==> src/rtl/ofm_writeback_pkg.sv <==
// rtl/ofm_writeback_pkg.sv - shared OFM frame geometry and writeback controller state encoding
package ofm_writeback_pkg;

    localparam int DEF_SIZE_POOLING = 13;
    localparam int DEF_NO_FILTER    = 256;

    function automatic int plane_words(input int p);
        return p * p;
    endfunction

    function automatic int frame_words(input int p, input int nf);
        return p * p * nf;
    endfunction

    localparam int OFM_PLANE = plane_words(DEF_SIZE_POOLING);
    localparam int OFM_WORDS = frame_words(DEF_SIZE_POOLING, DEF_NO_FILTER);

    typedef enum logic [1:0] {
        IDLE  = 2'd0,
        WRITE = 2'd1,
        FULL  = 2'd2
    } wb_state_e;

endpackage

==> src/rtl/ofm_writeback_if.sv <==
// rtl/ofm_writeback_if.sv - pooled-beat input stream and OFM RAM write port
interface ofm_writeback_if
    import ofm_writeback_pkg::*;
#(
    parameter int SYSTOLIC_SIZE    = 16,
    parameter int DATA_WIDTH       = 8,
    parameter int OFM_SIZE_POOLING = DEF_SIZE_POOLING,
    parameter int NO_FILTER        = DEF_NO_FILTER,
    parameter int ADDR_WIDTH       = $clog2(OFM_WORDS)
);
    logic                                    in_valid;
    logic                                    in_ready;
    logic [SYSTOLIC_SIZE*2*DATA_WIDTH-1:0]   in_data;
    logic [$clog2(SYSTOLIC_SIZE+1)-1:0]      in_count;
    logic [$clog2(NO_FILTER)-1:0]            in_filter;
    logic [$clog2(OFM_SIZE_POOLING)-1:0]     in_row;
    logic [$clog2(OFM_SIZE_POOLING)-1:0]     in_col;
    logic                                    ofm_we;
    logic [ADDR_WIDTH-1:0]                   ofm_addr;
    logic [2*DATA_WIDTH-1:0]                 ofm_wdata;

    modport master (
        output in_valid, in_data, in_count, in_filter, in_row, in_col,
        input  in_ready, ofm_we, ofm_addr, ofm_wdata
    );

    modport slave (
        input  in_valid, in_data, in_count, in_filter, in_row, in_col,
        output in_ready, ofm_we, ofm_addr, ofm_wdata
    );
endinterface

==> src/rtl/ofm_addr_gen.sv <==
// rtl/ofm_addr_gen.sv - filter-major/row-major base address latched at accept plus lane offset
module ofm_addr_gen
    import ofm_writeback_pkg::*;
#(
    parameter int OFM_SIZE_POOLING = DEF_SIZE_POOLING,
    parameter int PLANE            = OFM_PLANE,
    parameter int FW               = 8,
    parameter int RW               = 4,
    parameter int LW               = 4,
    parameter int ADDR_WIDTH       = 16
) (
    input  logic                  clk,
    input  logic                  rst_n,
    input  logic                  load,
    input  logic [FW-1:0]         filter,
    input  logic [RW-1:0]         row,
    input  logic [RW-1:0]         col,
    input  logic [LW-1:0]         lane,
    output logic [ADDR_WIDTH-1:0] addr
);
    logic [ADDR_WIDTH-1:0] base_q;

    // Constant-coefficient multiplies only; wraps at ADDR_WIDTH by construction.
    always_ff @(posedge clk or negedge rst_n) begin
        if (!rst_n) begin
            base_q <= '0;
        end else if (load) begin
            base_q <= ADDR_WIDTH'(filter) * ADDR_WIDTH'(PLANE)
                    + ADDR_WIDTH'(row) * ADDR_WIDTH'(OFM_SIZE_POOLING)
                    + ADDR_WIDTH'(col);
        end
    end

    assign addr = base_q + ADDR_WIDTH'(lane);

endmodule

==> src/rtl/ofm_writeback.sv <==
// rtl/ofm_writeback.sv - serializes pooled multi-lane beats into single-word OFM RAM writes
module ofm_writeback
    import ofm_writeback_pkg::*;
#(
    parameter int SYSTOLIC_SIZE    = 16,
    parameter int DATA_WIDTH       = 8,
    parameter int OFM_SIZE_POOLING = DEF_SIZE_POOLING,
    parameter int NO_FILTER        = DEF_NO_FILTER,
    parameter int ADDR_WIDTH       = $clog2(OFM_WORDS)
) (
    input  logic           clk,
    input  logic           rst_n,
    input  logic           start,
    ofm_writeback_if.slave bus,
    output logic           done_frame,
    output logic           clip_err
);
    localparam int DW2         = 2 * DATA_WIDTH;
    localparam int CW          = $clog2(SYSTOLIC_SIZE + 1);
    localparam int LW          = (SYSTOLIC_SIZE > 1) ? $clog2(SYSTOLIC_SIZE) : 1;
    localparam int FW          = $clog2(NO_FILTER);
    localparam int RW          = $clog2(OFM_SIZE_POOLING);
    localparam int CNTW        = ADDR_WIDTH + 1;
    localparam int FRAME_WORDS = frame_words(OFM_SIZE_POOLING, NO_FILTER);

    wb_state_e                   state_q, state_d;
    logic [LW-1:0]               lane_q, lane_d;
    logic [CW-1:0]               n_q, n_d, n_eff;
    logic [CNTW-1:0]             word_cnt, word_cnt_d;
    logic [SYSTOLIC_SIZE*DW2-1:0] data_q;
    logic                        clip_d, done_d, beat_clip, last_lane, accept, load;
    int                          req, avail, eff;

    assign last_lane    = (state_q == WRITE) && (int'(lane_q) == int'(n_q) - 1);
    assign bus.in_ready = rst_n && !start && ((state_q == IDLE) || last_lane);
    assign accept       = bus.in_valid && bus.in_ready;

    // Lanes past the right edge of the pooled row, or beats with bad tags, are dropped.
    always_comb begin
        req   = (int'(bus.in_count) < SYSTOLIC_SIZE) ? int'(bus.in_count) : SYSTOLIC_SIZE;
        avail = (int'(bus.in_col) >= OFM_SIZE_POOLING) ? 0 : OFM_SIZE_POOLING - int'(bus.in_col);
        eff   = (req < avail) ? req : avail;
        beat_clip = (eff < req);
        if ((int'(bus.in_filter) >= NO_FILTER) || (int'(bus.in_row) >= OFM_SIZE_POOLING)) begin
            eff       = 0;
            beat_clip = 1'b1;
        end
        n_eff = CW'(eff);
    end

    always_comb begin
        state_d    = state_q;
        lane_d     = lane_q;
        n_d        = n_q;
        word_cnt_d = word_cnt;
        clip_d     = clip_err;
        load       = 1'b0;
        if (start) begin
            state_d    = IDLE;
            lane_d     = '0;
            word_cnt_d = '0;
            clip_d     = 1'b0;
        end else begin
            if (state_q == WRITE) begin
                word_cnt_d = word_cnt + 1'b1;
                if (!last_lane)
                    lane_d = lane_q + 1'b1;
                else if (word_cnt_d == CNTW'(FRAME_WORDS))
                    state_d = FULL;
                else
                    state_d = IDLE;
            end
            if (accept) begin
                load    = 1'b1;
                clip_d  = clip_err | beat_clip;
                lane_d  = '0;
                n_d     = n_eff;
                state_d = (n_eff == '0) ? IDLE : WRITE;
            end
        end
        done_d = (state_q == WRITE) && (state_d == FULL);
    end

    always_ff @(posedge clk or negedge rst_n) begin
        if (!rst_n) begin
            state_q    <= IDLE;
            lane_q     <= '0;
            n_q        <= '0;
            word_cnt   <= '0;
            data_q     <= '0;
            clip_err   <= 1'b0;
            done_frame <= 1'b0;
        end else begin
            state_q    <= state_d;
            lane_q     <= lane_d;
            n_q        <= n_d;
            word_cnt   <= word_cnt_d;
            clip_err   <= clip_d;
            done_frame <= done_d;
            if (load)
                data_q <= bus.in_data;
        end
    end

    // Write port decodes straight from registers, so it holds its last value when idle.
    assign bus.ofm_we    = (state_q == WRITE);
    assign bus.ofm_wdata = data_q[lane_q*DW2 +: DW2];

    ofm_addr_gen #(
        .OFM_SIZE_POOLING (OFM_SIZE_POOLING),
        .PLANE            (plane_words(OFM_SIZE_POOLING)),
        .FW               (FW),
        .RW               (RW),
        .LW               (LW),
        .ADDR_WIDTH       (ADDR_WIDTH)
    ) u_addr_gen (
        .clk    (clk),
        .rst_n  (rst_n),
        .load   (load),
        .filter (bus.in_filter),
        .row    (bus.in_row),
        .col    (bus.in_col),
        .lane   (lane_q),
        .addr   (bus.ofm_addr)
    );

endmodule

==> src/flat_wrapper.sv <==
// flat-port wrapper written by rule: the top's interface ports become plain ports
module ofm_writeback_flat import ofm_writeback_pkg::*;
#(
    parameter int SYSTOLIC_SIZE    = 16,
    parameter int DATA_WIDTH       = 8,
    parameter int OFM_SIZE_POOLING = DEF_SIZE_POOLING,
    parameter int NO_FILTER        = DEF_NO_FILTER,
    parameter int ADDR_WIDTH       = $clog2(OFM_WORDS)
)
  (clk, rst_n, start, done_frame, clip_err, bus_in_valid, bus_in_data, bus_in_count, bus_in_filter, bus_in_row, bus_in_col, bus_in_ready, bus_ofm_we, bus_ofm_addr, bus_ofm_wdata);
  ofm_writeback_if #(.SYSTOLIC_SIZE(SYSTOLIC_SIZE), .DATA_WIDTH(DATA_WIDTH), .OFM_SIZE_POOLING(OFM_SIZE_POOLING), .NO_FILTER(NO_FILTER), .ADDR_WIDTH(ADDR_WIDTH)) bus_i ();
  input  logic clk;
  input  logic rst_n;
  input  logic start;
  output logic done_frame;
  output logic clip_err;
  input wire logic [$bits(bus_i.in_valid)-1:0] bus_in_valid;
  input wire logic [$bits(bus_i.in_data)-1:0] bus_in_data;
  input wire logic [$bits(bus_i.in_count)-1:0] bus_in_count;
  input wire logic [$bits(bus_i.in_filter)-1:0] bus_in_filter;
  input wire logic [$bits(bus_i.in_row)-1:0] bus_in_row;
  input wire logic [$bits(bus_i.in_col)-1:0] bus_in_col;
  output wire logic [$bits(bus_i.in_ready)-1:0] bus_in_ready;
  output wire logic [$bits(bus_i.ofm_we)-1:0] bus_ofm_we;
  output wire logic [$bits(bus_i.ofm_addr)-1:0] bus_ofm_addr;
  output wire logic [$bits(bus_i.ofm_wdata)-1:0] bus_ofm_wdata;
  assign bus_i.in_valid = bus_in_valid;
  assign bus_i.in_data = bus_in_data;
  assign bus_i.in_count = bus_in_count;
  assign bus_i.in_filter = bus_in_filter;
  assign bus_i.in_row = bus_in_row;
  assign bus_i.in_col = bus_in_col;
  assign bus_in_ready = bus_i.in_ready;
  assign bus_ofm_we = bus_i.ofm_we;
  assign bus_ofm_addr = bus_i.ofm_addr;
  assign bus_ofm_wdata = bus_i.ofm_wdata;
  ofm_writeback #(.SYSTOLIC_SIZE(SYSTOLIC_SIZE), .DATA_WIDTH(DATA_WIDTH), .OFM_SIZE_POOLING(OFM_SIZE_POOLING), .NO_FILTER(NO_FILTER), .ADDR_WIDTH(ADDR_WIDTH)) u_core (.clk(clk), .rst_n(rst_n), .start(start), .bus(bus_i), .done_frame(done_frame), .clip_err(clip_err));
endmodule
==> config.mk <==
export PLATFORM = sky130hd
export DESIGN_NAME = ofm_writeback_flat
export DESIGN_NICKNAME = d
export VERILOG_FILES = /design/src/rtl/ofm_writeback_pkg.sv /design/src/rtl/ofm_writeback_if.sv /design/src/rtl/ofm_addr_gen.sv /design/src/rtl/ofm_writeback.sv /design/src/flat_wrapper.sv
export SDC_FILE = /design/constraint.sdc
export NUM_CORES = 1
export LEC_CHECK = 0
export ABC_AREA = 1
export CORE_MARGIN = 10
export CORE_UTILIZATION = 40
export DETAILED_ROUTE_END_ITERATION = 7
export SYNTH_ARGS = -nofsm -noshare
export SYNTH_HDL_FRONTEND = slang
export SYNTH_SLANG_ARGS = --single-unit
==> constraint.sdc <==
create_clock -name clk -period 4.9 [get_ports clk]
set_input_delay 1.47 -clock clk [delete_from_list [all_inputs] [get_ports clk]]
set_output_delay 1.47 -clock clk [all_outputs]
set_load 0.01 [all_outputs]
==> results of run 1 <==
-- critical path, delay by kind of cell, from the launching register on --
kind	cells	cell delay [ns]
buffers and inverters	3	1.53
AND/OR/NAND/NOR	2	0.51
AO/OA/AOI/OAI	1	0.24
flip-flops	1	0.36
-- kinds of logic after synthesis --
logic type      after synthesis  synth area share (%)
simple gates               1154                  27.0
fa+ha+maj                   100                  8.45
buf+inv                     256                  7.43
xor+xnor                     36                  1.89
compound gates              278                  9.91
flops                       302                  45.3
-- through the flow --
stage          std cells  worst slack (ns)  utilization (%)  cell area, um^2  hold WS [ns]
2_1_floorplan       2126            0.0110                -            16700         0.437
3_3_place_gp        2912            -0.691             49.7            20400         0.448
3_5_place_dp        2912            -0.755             49.7            20400         0.453
4_1_cts             2979           0.00488             52.7            21600         0.467
5_1_grt             2984           -0.0171             52.9            21700         0.480
6_report            2984             0.206             52.9            21700         0.463
-- cell type report --
type	count	area [um^2]
Clock inverter	11	90.1
Tap cell	532	666
Clock buffer	55	1110
Fill cell	3895	19300
Inverter	141	544
Timing Repair Buffer	371	3690
Multi-Input combinational cell	1568	8020
Antenna cell	4	10.0
Sequential cell	302	7560
-- layer usage --
| layer | vias to the layer above | share of wire [%] |
|---|---|---|
| met1 | 7182 | 45 |
| met2 | 460 | 46 |
| met5 | - | 0.086 |
| li1 | 7376 | - |
| met4 | 6 | 2.6 |
| met3 | 82 | 6.8 |
-- what timing repair did --
action | in CTS | in global routing
endpoints found under the setup margin | 9 | 12
cloned | 0 | 0
pin swaps | 16 | 20
hold buffers | 0 | 0
resized for setup | 15 | 23
setup buffers | 1 | 1
-- report_power, final --
group | total, W | internal, W | switching (W)
clock network | 0.00270 | 0.00162 | 0.00108
registers | 0.00341 | 0.00308 | 0.000332
logic | 0.00286 | 0.00128 | 0.00158
-- flip-flops by register name (all words and copies together), names as in the netlist --
| register | count |
|---|---|
| u_core.word_cnt | 17 |
| u_core.state_q | 2 |
| u_core.clip_err | 1 |
| u_core.lane_q | 4 |
| u_core.data_q | 256 |
| u_core.u_addr_gen.base_q | 16 |
| u_core.done_frame | 1 |
| u_core.n_q | 5 |
-- cells in the mapped netlist (all sizes together) --
cell    instances  area share, %
nor2          167            3.8
or2             2          0.075
ha             79            5.9
nand3b          1          0.045
nand2         907             21
o21a            1          0.045
o21ai         163            4.9
o221ai         48            2.5
nor3b           1          0.045
buf            62            3.0
nor3            9           0.33
a21o            1          0.045
o31ai           1          0.045
dfrtp         302             45
a21oi          22           0.66
clkbuf         53            1.2
o22ai          25           0.94
and2            1          0.038
xnor2           7           0.37
fa             21            2.5
inv           140            3.2
nor4            2           0.11
o211ai         17           0.77
nand4           8           0.30
xor2           29            1.5
clkinv          1          0.022
nand3          56            1.7
-- worst paths after layout --
kind                            cells after the start                      startpoint                        endpoint  slack (ns)
worst max-delay path                                6    u_core.lane_q[2]$_DFFE_PN0P_                bus_ofm_wdata[4]        0.21
worst min-delay path                                2  u_core.data_q[149]$_DFFE_PN0P_  u_core.data_q[149]$_DFFE_PN0P_        0.46
worst max register to register                     12    u_core.lane_q[2]$_DFFE_PN0P_   u_core.data_q[14]$_DFFE_PN0P_        1.30
worst min register to register                      2  u_core.data_q[149]$_DFFE_PN0P_  u_core.data_q[149]$_DFFE_PN0P_        0.46
max in group asynchronous                           3                           rst_n  u_core.data_q[134]$_DFFE_PN0P_        2.30
min in group asynchronous                           2                           rst_n  u_core.word_cnt[7]$_DFFE_PN0P_        1.04
==> results list, run 1 <==
- Avg Synthesized Cell Area: 7.85 um^2
* Overall track demand over capacity in global routing: 22.0%
- CTS built an H-tree with a depth of 2.
- Counting every sink on the clock net gives 302.
* PortBufs: 316
- Clock buffer depth: 3
- The final number of hold-violating endpoints came to 0.
- Most frequent cells in the layout: 892 x sky130_fd_sc_hd__nand2_1, 303 x sky130_fd_sc_hd__clkdlybuf4s50_1, 299 x sky130_fd_sc_hd__dfrtp_1, 165 x sky130_fd_sc_hd__nor2_1, 160 x sky130_fd_sc_hd__o21ai_0
* TritonCTS buffer count: 37
- Global-route wire length before repair: 88,100 um
- For the worst setup path, the data arrival time is 3.22 ns.
* Max-capacitance violation count: 0
- The area growth from synthesis to layout is 30.1%.
- Final layout net count: 2,802
* Largest fanout of any net on the critical path: 44
* Commonest non-fill, non-tap cell in the layout: sky130_fd_sc_hd__nand2_1
- Vias after detailed routing: 15.1k
- Cell variety after synth: 38
- Once the floorplan was initialized, standard cells occupied 40.7% of the core.
- TritonCTS built the clock tree.
- M1 GR Usage: 29.9%
- Measured along the y axis, the die boundary spans 224 um.
* Result of the run: finished clean
- Lkg Pwr: 10.9 nW
- In the global route stage, met3 resource usage came out at 4.68%.
- Actual slew at the worst max-slew pin: 1.01 ns
- Once detailed placement completed, the half-perimeter wirelength came to 40,400 um.
- Total I/O pin count: 317
* Cells after Synth: 2,126
- Number of global-route vias before repair: 15.3k
- Critical Path End Type: output pin
- Final wirelength: 56,700 um
* Power per Cell Area: 413 nW/um^2
* Site Rows: 74
- For met2 alone, demand over resource in global routing was 34.8%.
- The Yosys step of the flow raised 0 warnings.
- The mapped netlist covers 16,700 um^2.
- The congestion estimate from routability-driven global placement came to 0.854.
- Before antenna repair, the detailed router went through 5 iterations.
- Critical-path cell with the highest stage delay: sky130_fd_sc_hd__clkdlybuf4s50_1
- The detail route stage leaves a number of antenna-violating nets equal to 0.
* Root Driver: sky130_fd_sc_hd__clkbuf_16
- Routed via count divided by cell count: 5.06
- The detailed router finished its first iteration with 1,353 violations.
* Total setup violations reported at the end of the flow: 0
- Measured along the x axis, the die boundary spans 224 um.
* Layout cells sized above 1: 7.07%
- Max frequency: 0.213 GHz
- Ordered list of cells on the worst path: buf_4 > inv_2 > o221ai_1 > nand3_1 > nand2_1 > clkdlybuf4s50_1
- Die Area: 50,300 um^2
* Headroom to the max-slew limit: 32.9%
- Post-synthesis sequential element count: 302
* Class of the tightest hold or removal check: flip-flop to flip-flop
* Clock skew: 0.0191 ns
* Remaining DRCs: 0
- The routed design could run at a clock period as short as 4.69 ns.
- Post-route clock period utilization: 95.8%
* Slowest Stage Delay on Critical Path: 0.56 ns
* Insertion delay of the later-clocked pin in the worst-skew pair: 0.53 ns
- VDD IR-drop max: 293 uV
- STA puts the critical path data required time at 3.43 ns.
- The worst setup path is launched from a flip-flop.
- The count of final max-slew check failures was 0.
* Setup total negative slack: 0 ns
- After global routing the overflow that remains totals 0.
- Net Count, Synth: 2,507
- The floorplan step defined a core boundary enclosing 41,000 um^2.
- Largest net degree at the start of global routing: 156
- Clock-pin slew was measured on the worst setup and hold paths at 0.06 ns.
- Path type of the worst setup path: flip-flop to output pin
* Most crowded layer after global routing: met2
- Total power of the final layout: 0.00897 W
* Final routed wire length divided by cell count: 19.0 um
- The initial antenna violation count was 7.
* Proportion of synthesized chip area in sequential cells: 45.3%
No activity file was read; power rests on OpenSTA's default activity.
==> run 2, diff against run 1 <==
clock period = 5.3 ns   (was 4.9 ns; I/O delays follow)
==> run 2 against run 1 <==
Compared with the run above:
- hold slack barely moved
- non-clock buffer count fell by 9
- combinational power fell by 8.7%
- critical endpoint is now bus_ofm_wdata[8]
- largest power group unchanged
==> results list, run 2 (synthesis gave the netlist of run 1 again) <==
- Worst Path Arrival: 3.58 ns (+0.36 ns)
- Placed cells: 2,904 (-0.27%)
* Actual slew at the worst max-slew pin: 1.10 ns (+0.0911 ns)
* Post-route clock period utilization: 97.5%
* H-Tree Level Count: 2 (unchanged)
- The remaining number of nets flagged by the antenna check after routing was 0 (unchanged).
- CTS placed an instance of sky130_fd_sc_hd__clkbuf_16 at the clock tree root.
* Required arrival time at the worst endpoint: 3.71 ns (+0.28 ns)
- The final clock skew was 0.0187 ns (-0.000466 ns).
* Total setup violations reported at the end of the flow: 0 (unchanged)
* Post-synthesis to final-layout area growth: 29.1%
- The area of the core region was 41,000 um^2 (unchanged).
- PortBufs: 316 (unchanged)
- Global-route wire length before repair: 86,300 um (-2.1%)
- Ordered list of cells on the worst path: buf_4 > o21ai_0 > o221ai_1 > o211ai_1 > nand2_1 > clkdlybuf4s50_1
- Clock tree from TritonCTS: built
- The combined global-route utilization of all metal layers is 21.7% (-0.37 points).
- The via total after detailed routing came to 15.0k (-0.49%).
- The average detailed-routed wire length per instance is 18.8 um (-1.1%).
- The largest registers in the layout are u_core.data_q x256, u_core.word_cnt x17, u_core.u_addr_gen.base_q x16.
* Startpoint Class: flip-flop
- Non-filler cells, final: 2,973 (-0.37%)
* Total power of the final layout: 0.00830 W (-7.5%)
* Power per Cell Area: 385 nW/um^2 (-6.8%)
- The number of cell rows is 74 (unchanged).
- GR Overflow Total: 0 (unchanged)
* Result of the run: finished clean
- The standby leakage power is 10.8 nW (-0.89%).
- Max frequency: 0.194 GHz
* Final slew viol count: 0 (unchanged)
* Number of clock sinks seen by CTS: 302 (unchanged)
* Register with the most flip-flops: u_core.data_q
* Routed via count divided by cell count: 5.06 (-0.12%)
* Die span in x: 224 um (unchanged)
- The fraction of layout instances using a drive strength above 1 is 6.11% (-0.96 points).
* Critical Path End Type: output pin
- Most frequent cells in the layout: 891 x sky130_fd_sc_hd__nand2_1, 311 x sky130_fd_sc_hd__clkdlybuf4s50_1, 299 x sky130_fd_sc_hd__dfrtp_1, 166 x sky130_fd_sc_hd__nor2_1, 161 x sky130_fd_sc_hd__o21ai_0
- Largest fanout of any net on the critical path: 99 (+130%)
- The vertical die dimension is 224 um (unchanged).
* VDD IR-drop max: 198 uV (-32%)
- The worst slew margin relative to its limit was 26.9% (-6.1 points).
- Die Area: 50,300 um^2 (unchanged)
- The summed negative setup slack over all endpoints was 0 ns (unchanged).
- Clock period minus worst slack: 5.17 ns
- Max-capacitance violation count: 0 (unchanged)
* Initial antenna violation count: 3 (-4)
- Hold-fix buffers, CTS: 0 (unchanged)
- The effective utilization at floorplan came to 40.7% (unchanged).
- Routability-driven placement congestion ratio: 0.857 (+0.41%)
- The CTS buffer count is 36 (-2.7%).
* Total I/O pin count: 317 (unchanged)
- The number of buffers on the longest clock path was 3 (unchanged).
- The library cell used most frequently in the layout, excluding fill and tap cells, is sky130_fd_sc_hd__nand2_1.
- The length of the first detailed-routing pass in iterations was 6 (+1).
- The maximum number of pins on one net before global-route repair was 191 (+22%).
- Slowest Stage Delay on Critical Path: 0.78 ns (+0.22 ns)
- The insertion delay of the later-clocked pin in the worst-skew pair is 0.52 ns (about the same).
- The final number of hold-violating endpoints was 0 (unchanged).
- In this run the worst hold path is classified as flip-flop to flip-flop.
- On the critical path, the stage with the largest delay is an instance of sky130_fd_sc_hd__buf_4.
- The remaining design rule violation count came to 0 (unchanged).
- Detailed placer's ending HPWL: 39,700 um (-1.7%)
- Number of global-route vias before repair: 15.0k (-1.7%)
* Final layout net count: 2,792 (-0.36%)
- Clock edge transition at the registers on the reported setup and hold paths: 0.06 ns (about the same)
- The number of DRC violations after detailed-routing iteration 0 came to 1,337 (-1.2%).
- The critical path is of the flip-flop to output pin type.
- The total wire length came to 55,900 um (-1.5%).
* Flip-flop count of the largest register, all copies and words added: 256 (unchanged)
[run 2: cell type report]
cell class | count | area [um^2]
clock inverters | 16 | 169
multi-input cells | 1568 | 7970
clock buffers | 49 | 1050
fillers | 3959 | 19500
repair buffers | 362 | 3570
diodes | 3 | 7.51
well taps | 532 | 666
inverters | 141 | 542
flip-flops and latches | 302 | 7560
[run 2: worst paths after layout]
kind | start | to | slack [ns] | depth (start not counted)
max | u_core.lane_q[0]$_DFFE_PN0P_ | bus_ofm_wdata[8] | 0.13 | 6
min | u_core.data_q[154]$_DFFE_PN0P_ | u_core.data_q[154]$_DFFE_PN0P_ | 0.46 | 2
max reg2reg | u_core.lane_q[2]$_DFFE_PN0P_ | u_core.data_q[169]$_DFFE_PN0P_ | 1.77 | 11
min reg2reg | u_core.data_q[154]$_DFFE_PN0P_ | u_core.data_q[154]$_DFFE_PN0P_ | 0.46 | 2
max in group asynchronous | rst_n | u_core.data_q[56]$_DFFE_PN0P_ | 2.50 | 3
min in group asynchronous | rst_n | u_core.u_addr_gen.base_q[1]$_DFFE_PN0P_ | 0.90 | 1
[run 2: stage by stage]
step | worst slack, ns | util, % | hold slack [ns] | instance area [um^2]
after floorplan | 0.0539 | - | 0.437 | 16700
after global placement | -0.673 | 49.3 | 0.448 | 20200
after detailed placement | -0.714 | 49.3 | 0.453 | 20200
after CTS | 0.0566 | 52.3 | 0.467 | 21500
after global routing | -0.0286 | 52.5 | 0.483 | 21500
final | 0.132 | 52.5 | 0.463 | 21500
[run 2: timing repair]
item,in CTS,in global routing
pin swaps,3,13
setup buffers,0,1
endpoints found under the setup margin,5,9
hold endpoints to repair,0,0
resized for setup,5,15
[run 2: critical path: cells and delay by family (launching register included)]
family | cells | cell delay, ns
AND/OR/NAND/NOR | 1 | 0.14
buffers and inverters | 2 | 1.38
AO/OA/AOI/OAI | 3 | 1.05
flip-flops | 1 | 0.43
[run 2: layer usage]
| layer | up-vias | wire (um) | part of all wire (%) | global-route usage [%] |
|---|---|---|---|---|
| met2 | 454 | 25900 | 46 | 34.5 |
| met5 | - | 17 | 0.030 | 0 |
| met3 | 64 | 3450 | 6.2 | 3.94 |
| li1 | 7354 | - | - | - |
| met4 | 2 | 1150 | 2.1 | 5.75 |
| met1 | 7158 | 25400 | 45 | 29.8 |
[run 2: report_power, final]
part / internal (W) / switching (W)
Clock: 0.00154 / 0.000993
Combinational: 0.00117 / 0.00144
Sequential: 0.00284 / 0.000310
==> run 3, diff against run 2 <==
RECOVER_POWER = 50   (was default)
==> run 3 against run 2 <==
Compared with the run above:
- the flow now finishes with violations (capacitance limit, slew limit)
- combinational power barely moved
- non-clock buffer count stayed put
- flip-flop and latch count stayed put
- critical endpoint unchanged
- largest cell class unchanged
- largest power group unchanged
==> results list, run 3 (synthesis gave the netlist of run 1 again) <==
- R2r startpoint: u_core.lane_q[2]$_DFFE_PN0P_
* DR pass1 iterations: 7 (+1)
- Detailed placer's ending HPWL: 39,700 um (unchanged)
* Critical Path End Type: output pin
- Lkg Pwr: 10.8 nW (about the same)
- The area of the core region is 41,000 um^2 (unchanged).
* Largest net degree at the start of global routing: 191 (unchanged)
- The flow ran to the end, but the final reports show violations.
* Clock edge transition at the registers on the reported setup and hold paths: 0.06 ns (about the same)
* Headroom to the max-slew limit: -45.2% (-72 points)
- Final wirelength: 55,800 um (about the same)
- Origin of the worst min-delay path: u_core.data_q[154]$_DFFE_PN0P_
* Die span in x: 224 um (unchanged)
* Insertion delay of the later-clocked pin in the worst-skew pair: 0.52 ns (about the same)
- The number of levels the H-tree was split into was 2 (unchanged).
- The shortest period the worst path allows is 5.13 ns (-0.0349 ns).
- The power after layout is 0.00829 W (about the same).
- The largest registers in the layout are u_core.data_q x256, u_core.word_cnt x17, u_core.u_addr_gen.base_q x16.
* PortBufs: 316 (unchanged)
- Slowest Stage Delay on Critical Path: 0.77 ns (about the same)
* Hold WS: 0.463 ns (+0.0000890 ns)
* Comb pwr share: 31.4% (about the same)
- The root buffer cell chosen for the clock tree is sky130_fd_sc_hd__clkbuf_16.
- The net switching fraction of the power was 33.1% (about the same).
* GR Overflow Total: 0 (unchanged)
* Class of the tightest hold or removal check: flip-flop to flip-flop
- Flip-flop count of the largest register, all copies and words added: 256 (unchanged)
- Leaving out fill and tap cells, the most frequent cells in the layout are 891 x sky130_fd_sc_hd__nand2_1, 307 x sky130_fd_sc_hd__clkdlybuf4s50_1, 299 x sky130_fd_sc_hd__dfrtp_1, 166 x sky130_fd_sc_hd__nor2_1, 161 x sky130_fd_sc_hd__o21ai_0.
- The slew of the pin with the lowest slew margin is 2.18 ns (+1.08 ns).
- The vertical die dimension was 224 um (unchanged).
* Clock tree from TritonCTS: built
* Critical-path cell with the highest stage delay: sky130_fd_sc_hd__buf_4
- Failing checks: capacitance limit, slew limit
- Switching power: 0.00275 W (about the same)
- Largest fanout of any net on the critical path: 99 (unchanged)
* Sequential cell area: 7560 um^2 (unchanged)
- Site Rows: 74 (unchanged)
- The remaining number of nets flagged by the antenna check after routing came to 0 (unchanged).
* Cell area after placement: 20,200 um^2 (unchanged)
- Worst Path Arrival: 3.54 ns (-0.04 ns)
- Max frequency: 0.195 GHz (+0.68%)
- Finished Core Util: 52.5% (about the same)
- Filler cells: 3,962 (+0.076%)
* Required arrival time at the worst endpoint: 3.71 ns (about the same)
* Clock group share of total power: 30.6% (about the same)
- The combined global-route utilization of all metal layers was 21.7% (unchanged).
* VDD IR-drop max: 200 uV (+0.85%)
- Start point of the critical path: u_core.lane_q[0]$_DFFE_PN0P_
- The fraction of layout instances using a drive strength above 1 was 6.11% (unchanged).
- Multi-input logic area: 7970 um^2 (unchanged)
- The final cell area excluding filler cells was 21,500 um^2 (about the same).
- The power density over cell area was 385 nW/um^2 (about the same).
* Path type of the worst setup path: flip-flop to output pin
- Vias after detailed routing: 15.0k (+0.053%)
- Register with the most flip-flops: u_core.data_q
- Number of global-route vias before repair: 15.0k (unchanged)
- The initial antenna violation count came to 3 (unchanged).
- The count of final max-slew check failures came to 288 (+288).
* Remaining DRCs: 0 (unchanged)
* Internal: 0.00555 W (about the same)
* TritonCTS buffer count: 36 (unchanged)
- The final weighted congestion in routability-driven placement came to 0.857 (unchanged).
- The number of nets in the layout is 2,792 (unchanged).
- Count of final hold-check violations: 0 (unchanged)
* Global-route wire length before repair: 86,300 um (unchanged)
* Routed via count divided by cell count: 5.06 (about the same)
- The fraction of power consumed by sequential logic is 38.0% (about the same).
- Clock skew: 0.0192 ns (+0.000519 ns)
- Final routed wire length divided by cell count: 18.8 um (about the same)
- The number of I/O pins came to 317 (unchanged).
- Number of clock sinks seen by CTS: 302 (unchanged)
- Walking the worst path, the cells encountered are buf_4 > o21ai_0 > o221ai_1 > o211ai_1 > nand2_1 > clkdlybuf4s50_1.
- The period utilization came to 96.8% (-0.66 points).
* Initial DRC count: 1,332 (-0.37%)
- The max-capacitance violation count is 3 (+3).
- Register-to-register setup slack: 1.78 ns (about the same)
- STA classifies the critical path startpoint as a flip-flop.
* Total setup violations reported at the end of the flow: 0 (unchanged)
- Starting utilization of the core area: 40.7% (unchanged)
* Clock buffer depth: 3 (unchanged)
* Die Area: 50,300 um^2 (unchanged)
* Commonest non-fill, non-tap cell in the layout: sky130_fd_sc_hd__nand2_1
- Post-synthesis to final-layout area growth: 29.0% (about the same)
[run 3: cell types whose count changed in the layout (fill, tap and decap cells not counted)]
| cell | change |
|---|---|
| sky130_fd_sc_hd__buf_4 | -2 |
| sky130_fd_sc_hd__clkdlybuf4s50_1 | -4 |
| sky130_fd_sc_hd__clkbuf_4 | +1 |
| sky130_fd_sc_hd__dlygate4sd3_1 | +4 |
| sky130_fd_sc_hd__clkbuf_2 | +2 |
| sky130_fd_sc_hd__buf_12 | -1 |
[run 3: final cells by class]
type / count / area share (%)
Multi-Input combinational cell: 1568 / 37.0
Sequential cell: 302 / 35.1
Timing Repair Buffer: 362 / 16.5
Clock buffer: 49 / 4.88
Tap cell: 532 / 3.09
Inverter: 141 / 2.52
Clock inverter: 16 / 0.785
Antenna cell: 3 / 0.0349
[run 3: metrics by stage]
stage                     TNS, ns  cells  setup WS, ns
after floorplan                 0   2126        0.0539
after global placement      -4.94   2904        -0.673
after detailed placement    -5.22   2904        -0.714
after CTS                       0   2969        0.0566
after global routing      -0.0540   2972       -0.0286
final                           0   2973         0.167
[run 3: layer usage]
metal  global-route usage [%]  vias up  part of all wire, %
met5                        0        -                0.030
met4                     5.75        2                  2.0
met2                     34.5      459                   46
li1                         -     7357                    -
met3                     3.94       58                  6.4
met1                     29.8     7164                   45
[run 3: path summary, 6_finish.rpt]
kind	endpoint	cells after the start
worst max-delay path	bus_ofm_wdata[8]	6
worst min-delay path	u_core.data_q[154]$_DFFE_PN0P_	2
worst max register to register	u_core.data_q[169]$_DFFE_PN0P_	11
worst min register to register	u_core.data_q[154]$_DFFE_PN0P_	2
max in group asynchronous	u_core.data_q[56]$_DFFE_PN0P_	3
min in group asynchronous	u_core.u_addr_gen.base_q[1]$_DFFE_PN0P_	1
[run 3: power groups by stage]
stage	clock network, W	registers [W]	logic [W]
floorplan	0	0.00310	0.00145
finish	0.00254	0.00315	0.00260
global route	0.00268	0.00322	0.00293
CTS	0.00258	0.00315	0.00255
global placement	0	0.00317	0.00246
detailed placement	0	0.00318	0.00251
[run 3: timing repair]
item	CTS	global route
hold buffers	0	0
hold endpoints to repair	0	0
setup buffers	0	1
endpoints found under the setup margin	5	9
pin swaps	3	13
resized for setup	5	15
[run 3: worst max-delay path, delay by kind of cell, from the launching register on]
kind                   cells  cell delay [ns]
buffers and inverters      2             1.37
and+or+nand+nor            1             0.13
AOI/OAI and AO/OA          3             1.04
DFF                        1             0.43
